`config.mk`:
```
export PLATFORM = sky130hd
export DESIGN_NAME = alu_seq_core_flat
export DESIGN_NICKNAME = d
export VERILOG_FILES = /design/src/rtl/alu_seq_pkg.sv /design/src/rtl/alu_seq_if.sv /design/src/rtl/alu_seq_mult.sv /design/src/rtl/alu_seq_core.sv /design/src/flat_wrapper.sv
export SDC_FILE = /design/constraint.sdc
export NUM_CORES = 1
export LEC_CHECK = 0
export BUFFER_PORTS_ARGS = -buffer_cell sky130_fd_sc_hd__buf_4
export CAP_MARGIN = 25
export CELL_PAD_IN_SITES_DETAIL_PLACEMENT = 2
export CELL_PAD_IN_SITES_GLOBAL_PLACEMENT = 2
export CORE_MARGIN = 3
export CORE_UTILIZATION = 22
export DETAILED_ROUTE_END_ITERATION = 7
export PLACE_DENSITY = 0.8
export SLEW_MARGIN = 10
export SYNTH_ARGS = -nofsm -noshare
export SYNTH_HDL_FRONTEND = slang
export SYNTH_HIERARCHICAL = 1
export SYNTH_SLANG_ARGS = --single-unit
```
`constraint.sdc`:
```
create_clock -name clk -period 1.4 [get_ports clk]
set_input_delay 0 -clock clk [delete_from_list [all_inputs] [get_ports clk]]
set_output_delay 0 -clock clk [all_outputs]
set_load 0.01 [all_outputs]
```
`src/rtl/alu_seq_pkg.sv`:
```
// -----------------------------------------------------------------------------
// alu_seq_pkg -- shared definitions for the sequential ALU core.
//
// Contents:
//   OP_AND..OP_MUL  3-bit opcode constants (110/111 are illegal)
//   state_t         control FSM state encoding (ST_MULT only exists when the
//                   multiplier is built, i.e. with ALU_SEQ_MULT_EN defined)
//   flags_t         carry / zero / err flag bundle, independent of WIDTH
//   FLAGS_CLEAR     all flags low (reset value)
//   FLAGS_ILLEGAL   flag pattern presented for an illegal opcode
//   op_is_mul()     opcode decode for the multiplier (ALU_SEQ_MULT_EN only)
//
// Configuration macro: ALU_SEQ_MULT_EN
// -----------------------------------------------------------------------------
package alu_seq_pkg;

    localparam logic [2:0] OP_AND = 3'b000;
    localparam logic [2:0] OP_OR  = 3'b001;
    localparam logic [2:0] OP_XOR = 3'b010;
    localparam logic [2:0] OP_ADD = 3'b011;
    localparam logic [2:0] OP_SUB = 3'b100;
    localparam logic [2:0] OP_MUL = 3'b101;

    typedef enum logic [1:0] {
        ST_IDLE = 2'd0,
`ifdef ALU_SEQ_MULT_EN
        ST_MULT = 2'd1,
`endif
        ST_HOLD = 2'd2
    } state_t;

    typedef struct packed {
        logic carry;
        logic zero;
        logic err;
    } flags_t;

    localparam flags_t FLAGS_CLEAR   = '{carry: 1'b0, zero: 1'b0, err: 1'b0};
    localparam flags_t FLAGS_ILLEGAL = '{carry: 1'b0, zero: 1'b1, err: 1'b1};

`ifdef ALU_SEQ_MULT_EN
    function automatic logic op_is_mul(input logic [2:0] op);
        return op == OP_MUL;
    endfunction
`endif

endpackage

```
`src/rtl/alu_seq_if.sv`:
```
// -----------------------------------------------------------------------------
// alu_seq_if -- request/response bundle of the sequential ALU core.
//
// Signals:
//   in_valid/in_ready          request handshake
//   op[2:0], a, b              opcode and WIDTH-bit operands
//   out_valid/out_ready        response handshake
//   result[2*WIDTH-1:0]        operation result
//   carry, zero, err           result flags
//
// Modports:
//   master  requester/consumer side (drives request, accepts response)
//   slave   ALU side (accepts request, drives response)
// -----------------------------------------------------------------------------
interface alu_seq_if #(
    parameter int WIDTH = 2
);
    logic                   in_valid;
    logic                   in_ready;
    logic [2:0]             op;
    logic [WIDTH-1:0]       a;
    logic [WIDTH-1:0]       b;
    logic                   out_valid;
    logic                   out_ready;
    logic [2*WIDTH-1:0]     result;
    logic                   carry;
    logic                   zero;
    logic                   err;

    modport master (
        output in_valid, op, a, b, out_ready,
        input  in_ready, out_valid, result, carry, zero, err
    );

    modport slave (
        input  in_valid, op, a, b, out_ready,
        output in_ready, out_valid, result, carry, zero, err
    );
endinterface

```
`src/rtl/alu_seq_mult.sv`:
```
// -----------------------------------------------------------------------------
// alu_seq_mult -- shift-add unsigned multiplier, one partial product per cycle.
//
// Ports:
//   clk, rst      clock, synchronous active-high reset (aborts any operation)
//   start_i       latch a_i/b_i and begin a new multiplication
//   a_i, b_i      WIDTH-bit unsigned operands
//   done_o        high during the final step; product_o is the full product
//   product_o     2*WIDTH-bit product (final only while done_o is high)
//
// The final partial product is added combinationally onto product_o so the
// caller can register the complete result on the same edge as the last step.
// Only instantiated when ALU_SEQ_MULT_EN is defined.
// -----------------------------------------------------------------------------
module alu_seq_mult #(
    parameter int WIDTH = 2
) (
    input  logic                 clk,
    input  logic                 rst,
    input  logic                 start_i,
    input  logic [WIDTH-1:0]     a_i,
    input  logic [WIDTH-1:0]     b_i,
    output logic                 done_o,
    output logic [2*WIDTH-1:0]   product_o
);
    localparam int CW = $clog2(WIDTH);

    logic                 busy_q;
    logic [CW-1:0]        cnt_q;
    logic [2*WIDTH-1:0]   mcand_q;
    logic [WIDTH-1:0]     mplier_q;
    logic [2*WIDTH-1:0]   acc_q;
    logic [2*WIDTH-1:0]   partial;
    logic [2*WIDTH-1:0]   acc_d;

    // Multiplicand shifts left and multiplier shifts right every step, so the
    // current partial product always depends on mplier_q[0] only.
    assign partial   = mplier_q[0] ? mcand_q : '0;
    assign acc_d     = acc_q + partial;
    assign product_o = acc_d;
    assign done_o    = busy_q && (cnt_q == CW'(WIDTH - 1));

    always_ff @(posedge clk) begin
        if (rst) begin
            busy_q   <= 1'b0;
            cnt_q    <= '0;
            mcand_q  <= '0;
            mplier_q <= '0;
            acc_q    <= '0;
        end else if (start_i) begin
            busy_q   <= 1'b1;
            cnt_q    <= '0;
            mcand_q  <= {{WIDTH{1'b0}}, a_i};
            mplier_q <= b_i;
            acc_q    <= '0;
        end else if (busy_q) begin
            acc_q    <= acc_d;
            mcand_q  <= mcand_q << 1;
            mplier_q <= mplier_q >> 1;
            cnt_q    <= cnt_q + 1'b1;
            if (done_o) begin
                busy_q <= 1'b0;
            end
        end
    end
endmodule

```
`src/rtl/alu_seq_core.sv`:
```
// -----------------------------------------------------------------------------
// alu_seq_core -- valid/ready ALU with 1-cycle logic/arith ops and an optional
//                 sequential shift-add multiplier.
//
// Ports:
//   clk           sole clock, rising edge
//   rst           synchronous active-high reset, aborts any operation in flight
//   bus (slave)   alu_seq_if: in_valid/in_ready, op, a, b,
//                 out_valid/out_ready, result, carry, zero, err
//
// Opcodes: AND, OR, XOR, ADD, SUB (latency 1), MUL (latency WIDTH+1),
//          110/111 illegal (result 0, zero=1, err=1, latency 1).
//
// Configuration macro: ALU_SEQ_MULT_EN
//   defined   -> MUL implemented via alu_seq_mult, ST_MULT state present
//   undefined -> opcode 101 handled as illegal, no multiplier logic
// -----------------------------------------------------------------------------
module alu_seq_core
    import alu_seq_pkg::*;
#(
    parameter int WIDTH = 2
) (
    input  logic       clk,
    input  logic       rst,
    alu_seq_if.slave   bus
);
    localparam int RW = 2 * WIDTH;

    state_t             state_q;
    logic               out_valid_q;
    logic [RW-1:0]      result_q;
    flags_t             flags_q;

    logic               in_ready;
    logic               in_fire;
    logic               out_fire;
    logic [WIDTH:0]     sum;
    logic [WIDTH:0]     diff;
    logic [RW-1:0]      alu_result_d;
    flags_t             alu_flags_d;

    // Accept in IDLE, or in HOLD when the held result retires this same cycle.
    assign in_ready = (state_q == ST_IDLE) || ((state_q == ST_HOLD) && bus.out_ready);
    assign in_fire  = bus.in_valid && in_ready;
    assign out_fire = out_valid_q && bus.out_ready;

    // Single-cycle datapath. MUL also lands in the default branch here, but
    // when the multiplier exists the FSM never registers these values for it.
    always_comb begin
        sum          = {1'b0, bus.a} + {1'b0, bus.b};
        diff         = {1'b0, bus.a} - {1'b0, bus.b};
        alu_result_d = '0;
        alu_flags_d  = FLAGS_CLEAR;
        case (bus.op)
            OP_AND: alu_result_d[WIDTH-1:0] = bus.a & bus.b;
            OP_OR:  alu_result_d[WIDTH-1:0] = bus.a | bus.b;
            OP_XOR: alu_result_d[WIDTH-1:0] = bus.a ^ bus.b;
            OP_ADD: begin
                alu_result_d[WIDTH:0] = sum;
                alu_flags_d.carry     = sum[WIDTH];
            end
            OP_SUB: begin
                // Extra top bit of the widened difference is the borrow (a < b).
                alu_result_d[WIDTH-1:0] = diff[WIDTH-1:0];
                alu_flags_d.carry       = diff[WIDTH];
            end
            default: alu_flags_d = FLAGS_ILLEGAL;
        endcase
        if (!alu_flags_d.err) begin
            alu_flags_d.zero = (alu_result_d == '0);
        end
    end

`ifdef ALU_SEQ_MULT_EN
    logic            mult_start;
    logic            mult_done;
    logic [RW-1:0]   mult_product;

    assign mult_start = in_fire && op_is_mul(bus.op);

    alu_seq_mult #(
        .WIDTH     (WIDTH)
    ) u_mult (
        .clk       (clk),
        .rst       (rst),
        .start_i   (mult_start),
        .a_i       (bus.a),
        .b_i       (bus.b),
        .done_o    (mult_done),
        .product_o (mult_product)
    );
`endif

    always_ff @(posedge clk) begin
        if (rst) begin
            state_q     <= ST_IDLE;
            out_valid_q <= 1'b0;
            result_q    <= '0;
            flags_q     <= FLAGS_CLEAR;
        end else begin
            case (state_q)
                ST_IDLE, ST_HOLD: begin
                    if (in_fire) begin
`ifdef ALU_SEQ_MULT_EN
                        if (op_is_mul(bus.op)) begin
                            state_q     <= ST_MULT;
                            out_valid_q <= 1'b0;
                        end else
`endif
                        begin
                            state_q     <= ST_HOLD;
                            out_valid_q <= 1'b1;
                            result_q    <= alu_result_d;
                            flags_q     <= alu_flags_d;
                        end
                    end else if (out_fire) begin
                        state_q     <= ST_IDLE;
                        out_valid_q <= 1'b0;
                    end
                end
`ifdef ALU_SEQ_MULT_EN
                ST_MULT: begin
                    if (mult_done) begin
                        state_q       <= ST_HOLD;
                        out_valid_q   <= 1'b1;
                        result_q      <= mult_product;
                        flags_q.carry <= |mult_product[RW-1:WIDTH];
                        flags_q.zero  <= (mult_product == '0);
                        flags_q.err   <= 1'b0;
                    end
                end
`endif
                default: begin
                    state_q     <= ST_IDLE;
                    out_valid_q <= 1'b0;
                end
            endcase
        end
    end

    assign bus.in_ready  = in_ready;
    assign bus.out_valid = out_valid_q;
    assign bus.result    = result_q;
    assign bus.carry     = flags_q.carry;
    assign bus.zero      = flags_q.zero;
    assign bus.err       = flags_q.err;
endmodule

```
`src/flat_wrapper.sv`:
```
// flat-port wrapper written by rule: the top's interface ports become plain ports
module alu_seq_core_flat import alu_seq_pkg::*;
#(
    parameter int WIDTH = 2
)
  (clk, rst, bus_in_valid, bus_op, bus_a, bus_b, bus_out_ready, bus_in_ready, bus_out_valid, bus_result, bus_carry, bus_zero, bus_err);
  alu_seq_if #(.WIDTH(WIDTH)) bus_i ();
  input  logic clk;
  input  logic rst;
  input wire logic [$bits(bus_i.in_valid)-1:0] bus_in_valid;
  input wire logic [$bits(bus_i.op)-1:0] bus_op;
  input wire logic [$bits(bus_i.a)-1:0] bus_a;
  input wire logic [$bits(bus_i.b)-1:0] bus_b;
  input wire logic [$bits(bus_i.out_ready)-1:0] bus_out_ready;
  output wire logic [$bits(bus_i.in_ready)-1:0] bus_in_ready;
  output wire logic [$bits(bus_i.out_valid)-1:0] bus_out_valid;
  output wire logic [$bits(bus_i.result)-1:0] bus_result;
  output wire logic [$bits(bus_i.carry)-1:0] bus_carry;
  output wire logic [$bits(bus_i.zero)-1:0] bus_zero;
  output wire logic [$bits(bus_i.err)-1:0] bus_err;
  assign bus_i.in_valid = bus_in_valid;
  assign bus_i.op = bus_op;
  assign bus_i.a = bus_a;
  assign bus_i.b = bus_b;
  assign bus_i.out_ready = bus_out_ready;
  assign bus_in_ready = bus_i.in_ready;
  assign bus_out_valid = bus_i.out_valid;
  assign bus_result = bus_i.result;
  assign bus_carry = bus_i.carry;
  assign bus_zero = bus_i.zero;
  assign bus_err = bus_i.err;
  alu_seq_core #(.WIDTH(WIDTH)) u_core (.clk(clk), .rst(rst), .bus(bus_i));
endmodule
```
==> impl_results.md <==
* Distinct cells, synth at 28
* Vias per cell at 4.664
* Drt drc at 0
* Adder-cell share of the synthesized area at 18.63%
* Power, Total at 560.5 uW
* Worst Path Max Fanout at 2
* Nets at 105
* Max-cap violations at 0
* Crit share post-route at 95.43%
* Min cycle time layout at 1.336 ns
* Fin area at 743.2 sq um
* Drt total wl at 1428 um
* Most common cell after layout, fill and taps aside: buf_4
* Share of cells above drive strength 1 at 38.37%
* Endpoints failing hold at 0
* Crit path max-delay family: simple AND/OR/NAND/NOR gates
* Worst skew pair latency at 0.24 ns
* Crit path capture type: register
* Vias at 527
* Clock buffer depth at 2
* Critical Path AT at 1.49 ns
* Drt pass-1 iters at 2
* Dpl hpwl at 1210 um
* CTS tree: done
* Gr ovfl total at 0
* Leak Pwr at 0.0003541 uW
* Final setup vio count at 0
* Rows at 16
* Vias in the first global route at 550
* Post-synthesis compound-gate area fraction at 17.16%
* Largest family of logic cells by synthesized area: simple AND/OR/NAND/NOR gates
* Final setup TNS at 0 ns
* Synthesized flop and latch total at 7
* Syn nets at 81
* Synth top area share at 27.45%
* TritonCTS Sinks at 7
* Critical Path Slowest Stage Cell: or4b_4
* Pwr dens at 754.1 mW/mm^2
* Crit Path Category: in -> reg
* Status: complete, no violations
* Gpl congestion at 0.7264
* Post-detailed-route count of antenna-violating nets at 0
* Worst IR drop on VDD at 0.2568 mV
* Largest net degree at the start of global routing at 11
* Max Clk Rate at 748.5 MHz
* Synth warnings at 6
* First-pass GRT wire length at 2304 um
* Gr usage total at 11.19%
* Part of the Yosys area used for sequential elements at 27.45%
* DP Area at 681.9 sq um
* Layout area overhead at 45.59%
* Initial Utilization at 24.52%
* I/O pin cnt at 20
* Synth top area cells: dfxtp_1, ha_1, inv_1
* Setup crit start kind: input pin
* # H-tree levels at 1
* Reg clk slew, reported paths at 0.05 ns
* Max incr delay on CP at 0.54 ns
* Post-Synthesis Cells at 63
* Post-CTS setup repair buffer count at 0
* Synth Area in XOR/XNOR at 0%
* Synth Area in Simple Gates at 22.79%
* Buffers and inverters on the worst path at 3
* Diodes inserted at 0
* Number of CTS-inserted buffers at 3
* Syn Area/Cell at 8.103 sq um
* Iteration-0 DRC Markers at 3
* RSZ-0062 raised after global routing: false
* Initial antenna violation count at 0
* Die H at 54.17 um
* DIE AREA at 0.002934 sq mm
* Commonest cells after routing, fill and taps aside: buf_4, inv_1, dfxtp_1
* Critical path, cell by cell: buf_4, inv_2, ha_2, inv_1, fa_2, or4b_4, a311oi_2
* Required time worst endpoint at 1.56 ns
* Final Util at 35.70%
* IO Port Bufs at 18
* Multiplexer share of the synthesized area at 1.961%
* Final Skew at 0.0003667 ns
* Hold crit path type: in -> reg
* Die Wd at 54.17 um
* CTS Root Cell: clkbuf_4
* Core area at 0.002082 sq mm
* Mapped Area at 510.5 sq um
* WL/cell at 12.64 um
* Final Max Tran Viols at 0
* Synth area leader: dfxtp_1
-- sequential cells by signal, indices dropped and copies added, names as in the netlist --
name,count
u_core/bus.carry,1
u_core/bus.err,1
u_core/bus.result,3
u_core/bus.zero,1
u_core/state_q,1
-- logic make-up after synthesis --
group | count (synthesis)
compound gates | 13
fa+ha+maj | 7
buf+inv | 12
flops | 7
mux | 1
other cells | 1
simple gates | 22
-- report_power, final --
group          switching [uW]  internal (uW)  total [uW]
Clock                    65.9            108         174
Sequential               7.00            213         220
Combinational            82.2           83.8         166
Total                     155            405         560
-- layer usage --
layer  routed length, um  up-vias  global-route usage (%)
met4                   4        0                   6.224
met5                   0        -                       0
met1                 515      250                   9.688
met2                 796       19                   22.91
met3                 111        2                   2.216
li1                    -      256                       -
-- layout make-up --
class                   instances  area, sq um
fillers                       253         1339
clock buffers                   4        26.28
well taps                      27        33.78
multi-input cells              44        337.8
inverters                       8        30.03
flip-flops and latches          7        140.1
repair buffers                 23        175.2
-- Yosys cell counts --
cell type  instances
nor2b_1            2
mux2i_1            1
and3_1             1
or4b_1             1
a21o_1             1
and2_1             1
clkbuf_1           1
a21oi_1            4
a311oi_1           2
nand3_1            2
o31a_1             1
inv_1              8
fa_1               1
nor2_1             5
nor3_1             3
a31oi_1            1
ha_1               6
o211ai_1           1
conb_1             1
nand2_1            5
o21ai_0            1
and4bb_2           1
buf_6              1
buf_2              1
buf_4              1
nand2b_1           1
dfxtp_1            7
a211oi_1           2
-- path summary, 6_finish.rpt --
path,slack (ns),endpoint,start,cells past startpoint
setup / recovery,0.06,u_core/bus.carry,bus_a[0],7
hold / removal,0.01,u_core/state_q[1],bus_in_valid,3
setup reg to reg,0.25,u_core/bus.zero,u_core/state_q[1],4
hold reg to reg,0.47,u_core/bus.err,u_core/bus.err,2
-- worst reg2reg max path: stages (launching register included) --
cell and delay, ns:
dfxtp_1 0.31, nand2b_1 0.13, and2_1 0.28, o211ai_1 0.18
a31oi_1 0.18
-- stage by stage --
step	hold slack (ns)	setup WS [ns]	instances
floorplan	0.06907	0.05477	63
global placement	0.2276	-0.1518	108
detailed placement	0.2305	-0.2147	108
CTS	0.006261	0.03257	113
global route	0.01727	0.02136	113
finish	0.01409	0.06403	113
-- timing repair --
action	4_1_cts	5_1_grt
endpoints found under the setup margin	0	2
hold buffers	1	0
resized for setup	0	7
endpoints found under the hold margin	7	0
(Power assumes the default switching activity.)
